## config.mk

```make
export PLATFORM = sky130hd
export DESIGN_NAME = muldiv_ctrl
export DESIGN_NICKNAME = d
export VERILOG_FILES = /design/src/rtl/muldiv_ctrl_pkg.sv /design/src/rtl/muldiv_cnt.sv /design/src/rtl/muldiv_ctrl.sv
export SDC_FILE = /design/constraint.sdc
export NUM_CORES = 1
export LEC_CHECK = 0
export CAP_MARGIN = 20
export CORE_AREA = 10 10 149 151
export DETAILED_ROUTE_END_ITERATION = 10
export DIE_AREA = 0 0 159 161
export PLACE_DENSITY = 0.73
export SLEW_MARGIN = 25
export SYNTH_ARGS = -nofsm -noshare
export SYNTH_HDL_FRONTEND = slang
export SYNTH_SLANG_ARGS = --single-unit
```

## constraint.sdc

```tcl
create_clock -name clk -period 2.15 [get_ports clk]
set_input_delay 0.43 -clock clk [delete_from_list [all_inputs] [get_ports clk]]
set_output_delay 0.43 -clock clk [all_outputs]
set_load 0.02 [all_outputs]
```

## src/rtl/muldiv_ctrl_pkg.sv

```systemverilog
// Shared definitions for the multiply/divide controller.
// Holds the FSM state encoding, the op_code encodings and the default
// latency/timeout values used as parameter defaults by muldiv_ctrl.
package muldiv_ctrl_pkg;

  typedef enum logic [1:0] {
    StIdle = 2'd0,
    StMul  = 2'd1,
    StDiv  = 2'd2,
    StDone = 2'd3
  } state_t;

  typedef enum logic [1:0] {
    OpMult  = 2'd0,
    OpMultu = 2'd1,
    OpDiv   = 2'd2,
    OpDivu  = 2'd3
  } op_t;

  localparam int unsigned MulLatDefault     = 6;
  localparam int unsigned DivTimeoutDefault = 40;

endpackage

```

## src/rtl/muldiv_cnt.sv

```systemverilog
// Cycle counter shared by the MUL and DIV states.
// Ports:
//   clk    - clock
//   rst    - synchronous active-high reset (zeroes the count)
//   i_clr  - synchronous clear (takes priority over i_en)
//   i_en   - increment enable
//   i_term - terminal value to compare against
//   o_hit  - high while the count equals i_term
module muldiv_cnt #(
  parameter int unsigned Width = 8
) (
  input  logic             clk,
  input  logic             rst,
  input  logic             i_clr,
  input  logic             i_en,
  input  logic [Width-1:0] i_term,
  output logic             o_hit
);

  logic [Width-1:0] r_cnt;

  always_ff @(posedge clk) begin
    if (rst || i_clr) begin
      r_cnt <= '0;
    end else if (i_en) begin
      r_cnt <= r_cnt + 1'b1;
    end
  end

  assign o_hit = (r_cnt == i_term);

endmodule

```

## src/rtl/muldiv_ctrl.sv

```systemverilog
// Multiply/divide sequencing controller for the EX stage.
// Launches the external multiplier or divider, stalls the pipeline while the
// unit works, and writes the {hi,lo} result for exactly one DONE cycle.
// Optional feature macro: MULDIV_DIV0_FAST_EN -- division by zero bypasses
// the divider and completes after one DIV cycle with {src_a, 32'hFFFF_FFFF}.
// Ports:
//   clk, rst             - clock, synchronous active-high reset
//   flush                - kills the in-flight operation
//   op_valid, op_code    - EX holds a mult/div; 0=MULT 1=MULTU 2=DIV 3=DIVU
//   src_a, src_b         - operands, stable while stall_req=1
//   *_start              - unit enables (at most one high)
//   mul_res, mulu_res    - {hi,lo} products
//   div_ok/divu_ok, div_res/divu_res - divider done and {quotient,remainder}
//   stall_req            - pipeline stall request
//   hilo_wen, hilo_wdata - {hi,lo} write enables and data
//   busy, div_err        - FSM not idle, divider timeout pulse
module muldiv_ctrl
  import muldiv_ctrl_pkg::*;
#(
  parameter int unsigned MUL_LAT     = MulLatDefault,
  parameter int unsigned DIV_TIMEOUT = DivTimeoutDefault
) (
  input  logic        clk,
  input  logic        rst,
  input  logic        flush,
  input  logic        op_valid,
  input  logic [1:0]  op_code,
  input  logic [31:0] src_a,
  input  logic [31:0] src_b,
  output logic        mul_start,
  output logic        mulu_start,
  output logic        div_start,
  output logic        divu_start,
  input  logic [63:0] mul_res,
  input  logic [63:0] mulu_res,
  input  logic        div_ok,
  input  logic        divu_ok,
  input  logic [63:0] div_res,
  input  logic [63:0] divu_res,
  output logic        stall_req,
  output logic [1:0]  hilo_wen,
  output logic [63:0] hilo_wdata,
  output logic        busy,
  output logic        div_err
);

  localparam int unsigned MaxCnt = (MUL_LAT > DIV_TIMEOUT) ? MUL_LAT : DIV_TIMEOUT;
  localparam int unsigned CntW   = $clog2(MaxCnt + 1);

  state_t      r_state;
  state_t      w_state_d;
  op_t         r_op;
  op_t         w_op_in;
  logic [63:0] r_res;
  logic        r_err;
  logic        w_req;
  logic        w_div0;
  logic        w_ok;
  logic        w_cnt_hit;
  logic [CntW-1:0] w_term;

  assign w_op_in = op_t'(op_code);
  assign w_req   = op_valid && !flush;
  assign w_ok    = (r_op == OpDivu) ? divu_ok : div_ok;

`ifdef MULDIV_DIV0_FAST_EN
  // Operands are held while stalled, so src_b is valid in both launch and DIV.
  assign w_div0 = (src_b == 32'd0);
`else
  assign w_div0 = 1'b0;
`endif

  assign w_term = (r_state == StDiv) ? CntW'(DIV_TIMEOUT - 1) : CntW'(MUL_LAT - 1);

  // Cleared throughout IDLE so every launch starts counting from zero.
  muldiv_cnt #(
    .Width (CntW)
  ) u_cnt (
    .clk    (clk),
    .rst    (rst),
    .i_clr  (r_state == StIdle),
    .i_en   ((r_state == StMul) || (r_state == StDiv)),
    .i_term (w_term),
    .o_hit  (w_cnt_hit)
  );

  always_comb begin
    w_state_d = r_state;
    unique case (r_state)
      StIdle: if (w_req) w_state_d = op_code[1] ? StDiv : StMul;
      StMul:  if (w_cnt_hit) w_state_d = StDone;
      StDiv:  if (w_div0 || w_ok || w_cnt_hit) w_state_d = StDone;
      // Always back to IDLE: the instruction has left EX once DONE releases the stall.
      StDone: w_state_d = StIdle;
      default: w_state_d = StIdle;
    endcase
    if (flush) w_state_d = StIdle;
  end

  always_ff @(posedge clk) begin
    if (rst) begin
      r_state <= StIdle;
      r_op    <= OpMult;
      r_res   <= '0;
      r_err   <= 1'b0;
    end else begin
      r_state <= w_state_d;
      if (r_state == StIdle && w_req) r_op <= w_op_in;
      if (!flush) begin
        if (r_state == StMul && w_cnt_hit) begin
          r_res <= (r_op == OpMultu) ? mulu_res : mul_res;
          r_err <= 1'b0;
        end else if (r_state == StDiv) begin
          if (w_div0) begin
            r_res <= {src_a, 32'hFFFF_FFFF};
            r_err <= 1'b0;
          end else if (w_ok) begin
            // Divider returns {quotient, remainder}; HI takes the remainder.
            r_res <= (r_op == OpDivu) ? {divu_res[31:0], divu_res[63:32]}
                                      : {div_res[31:0], div_res[63:32]};
            r_err <= 1'b0;
          end else if (w_cnt_hit) begin
            r_res <= '0;
            r_err <= 1'b1;
          end
        end
      end
    end
  end

  always_comb begin
    mul_start  = 1'b0;
    mulu_start = 1'b0;
    div_start  = 1'b0;
    divu_start = 1'b0;
    stall_req  = 1'b0;
    hilo_wen   = 2'b00;
    hilo_wdata = '0;
    div_err    = 1'b0;
    busy       = 1'b0;
    if (!rst) begin
      busy = (r_state != StIdle);
      unique case (r_state)
        StIdle: begin
          if (w_req) begin
            stall_req = 1'b1;
            unique case (w_op_in)
              OpMult:  mul_start  = 1'b1;
              OpMultu: mulu_start = 1'b1;
              OpDiv:   div_start  = !w_div0;
              OpDivu:  divu_start = !w_div0;
              default: ;
            endcase
          end
        end
        StMul: begin
          if (!flush) begin
            stall_req  = 1'b1;
            mul_start  = (r_op != OpMultu);
            mulu_start = (r_op == OpMultu);
          end
        end
        StDiv: begin
          if (!flush) begin
            stall_req  = 1'b1;
            div_start  = !w_div0 && (r_op != OpDivu);
            divu_start = !w_div0 && (r_op == OpDivu);
          end
        end
        StDone: begin
          hilo_wdata = r_res;
          if (!flush) begin
            hilo_wen = r_err ? 2'b00 : 2'b11;
            div_err  = r_err;
          end
        end
        default: ;
      endcase
    end
  end

endmodule

```

==> metrics.yaml <==
ir_worst_vdd_mv: 0.340
dp_hpwl_um: 18800
synth_cell_types: 35
critPathLaunchType: "register"
grt-ovfl-total: 0
dieArea_mm2: 0.0256
cts_max_level: 3
drt_wl_total_um: 30600
insertion_delay_ps: 340
rows: 51
arrival_ps: 2420
syn_area_mm2: 0.00568
cp.required_ps: 2340
num-nets-final: 1563
drv_cap: 0
synthArstFlopShare_pct: 0
die_h_um: 161
path_clk_slew_ps: 60
reg2regPathDepth: 11
max_slew_margin_pct: 47.6
netlist_instances: 886
setup_viol_count_final: 102
vias: 7578
grt_start_max_net_pins: 69
drtAntennaViolNets: 0
start_util_pct: 29.6
gp_congestion: 0.816
wl_per_cell_um: 20.5
grt_pass1_vias: 7285
min-delay-start: "r_res[0]$_SDFFE_PP0P_"
cts_buffers: 9
timing.rr.end: "r_res[43]$_SDFFE_PP0P_"
viasPerCell: 5.06
rsz0062_at_grt: "yes"
min_path_cells: 2
finalCritPeriodShare_pct: 104
clk_path_buf_depth: 2
core_mm2: 0.0192
worstMarginPinSlew_ps: 786
crit_type: "reg2reg"
cts_tree: "built"
drt_iter0_markers: 481
fillers: 1779
drive_gt1_share_pct: 20.9
p_leak_uw: 0.00413
violations: "setup timing"
clkSinkCount: 75
worstPathMaxFanout: 7
setup_ws_ps: -81.3
hp-class: "reg2reg"
whs_ps: 464
grtUsageTotal_pct: 21.1
antenna_found_initial: 0
fmax_mhz: 448
final-hold-violation-count: 0
io_pins: 401
die_w_um: 159
p_per_area_mw_per_mm2: 350
end_kind: "register"
avgSynthCellArea_um2: 6.42
drc: 0
synth-seq-cells: 75
yosys_warnings: 0
antenna_cells: 0
outcome: "finished with violations"
clock_skew_ps: 5.02
r2r_slack_ps: -80
total_power_uw: 3880
ys_seq_area_share_pct: 26.4
grt_first_pass_wirelength_um: 43200
synth-edff-count: 0
area_delta_synth_final_pct: 94.8
drt-pass1-iter-count: 5
ys.flop_type: "dfxtp_1"
layout_min_cycle_time_ps: 2230
synth_fp_nets: 1220
drv_slew: 0
reg2reg_from: "r_state[0]$_SDFFE_PP0P_"
worst_hold_path.endpoint: "r_res[0]$_SDFFE_PP0P_"
port_buffers: 336
cts.root.buffer_cell: "clkbuf_16"
## cell families (layout without fill, tap and decap cells)
| logic type | after synthesis | after routing | share of synthesized area, % |
|---|---|---|---|
| AO/OA/AOI/OAI | 213 | 213 | 22.3 |
| XOR/XNOR | 4 | 4 | 0.616 |
| adder cells (fa/ha/maj) | 6 | 6 | 1.32 |
| buffers and inverters | 95 | 442 | 7.29 |
| flip-flops | 75 | 75 | 26.4 |
| multiplexers | 1 | 1 | 0.176 |
| AND/OR/NAND/NOR | 492 | 492 | 41.9 |
## cell type report
| cell class | count | area (um^2) | share of cell area (%) |
|---|---|---|---|
| Tap cell | 265 | 332 | 2.99 |
| Inverter | 7 | 28.8 | 0.260 |
| Timing Repair Buffer | 420 | 4820 | 43.5 |
| Clock inverter | 3 | 40.0 | 0.362 |
| Clock buffer | 12 | 236 | 2.14 |
| Sequential cell | 75 | 1510 | 13.6 |
| Multi-Input combinational cell | 716 | 4110 | 37.1 |
## sequential cells by signal, indices dropped and copies added, names as in the netlist
register,cells
r_err,1
r_res,64
r_op,2
u_cnt.r_cnt,6
r_state,2
## critical path, cell delays in order, from the launching register on
cell and delay (ps):
dfxtp_4 360, inv_4 40, ha_4 150, or3_4 390
a211oi_4 280, buf_4 170, buf_6 100, buf_12 140
clkbuf_16 170, nand3_1 70, o211ai_1 90, a21oi_1 110
## metal layers
metal / vias up / part of all wire (%) / track usage [%]
met4: 0 / 1.7 / 4.38
met2: 313 / 49 / 36.1
met1: 3506 / 43 / 25.9
met5: - / 0 / 0
met3: 37 / 7.1 / 5.80
li1: 3722 / - / -
## what timing repair did
action | in CTS | in global routing
gates resized for setup | 367 | 151
hold endpoints to repair | 0 | 0
pin swaps | 12 | 26
cloned | 16 | 14
buffers inserted | 15 | 5
setup endpoints to repair | 134 | 137
hold buffers | 0 | 0
## layout by cell type (no fill, tap or decap), drive strengths merged, types with 16 or more instances in the layout
master / Yosys / final
clkdlybuf4s50: 0 / 260
nand2: 199 / 199
buf: 39 / 146
nand3: 132 / 132
dfxtp: 75 / 75
a21oi: 71 / 71
o21ai: 68 / 68
nand2b: 67 / 67
o211ai: 65 / 65
and2: 64 / 64
clkbuf: 49 / 25
nor2: 16 / 16
## synth_stat cells (2+ instances only)
library cell / number / area (um^2)
nand2_1: 199 / 747
nand3_1: 132 / 661
dfxtp_1: 75 / 1500
a21oi_1: 71 / 355
o21ai_0: 68 / 340
nand2b_1: 67 / 419
o211ai_1: 65 / 488
and2_1: 64 / 400
clkbuf_1: 49 / 184
buf_2: 16 / 80.1
nor2_1: 16 / 60.1
buf_1: 14 / 52.6
buf_4: 8 / 60.1
inv_1: 7 / 26.3
ha_1: 6 / 75.1
nand4_1: 3 / 18.8
nor2b_1: 3 / 18.8
xor2_1: 3 / 26.3
a31oi_1: 2 / 12.5
a32oi_1: 2 / 17.5
or3_1: 2 / 12.5
## power by group
part           internal (uW)  switching [uW]  total [uW]
Combinational            615             376         991
Clock                    890             580        1470
Sequential              1400            13.2        1410
## worst max-delay path by stage
| stage | startpoint | endpoint | slack (ps) |
|---|---|---|---|
| after global routing | r_state[0]$_SDFFE_PP0P_ | r_res[43]$_SDFFE_PP0P_ | -160 |
| after detailed placement | flush | mul_start | -320 |
| final | r_state[0]$_SDFFE_PP0P_ | r_res[43]$_SDFFE_PP0P_ | -80 |
| after CTS | r_state[1]$_SDFFE_PP0P_ | mul_start | -130 |
| after floorplan | r_state[0]$_SDFFE_PP0P_ | stall_req | 70 |
| after global placement | flush | hilo_wen[0] | -300 |
## through the flow
stage	instances	TNS, ps	util [%]	cell area [um^2]	setup WS, ps
finish	1498	-2850	57.7	11100	-81.3
global route	1498	-11000	57.7	11100	-159
CTS	1482	-4660	53.7	10300	-129
detailed placement	1438	-8200	49.1	9430	-325
global placement	1438	-5890	49.1	9430	-296
floorplan	886	0	-	5680	74.1
Power figures use the tool's default switching activity.
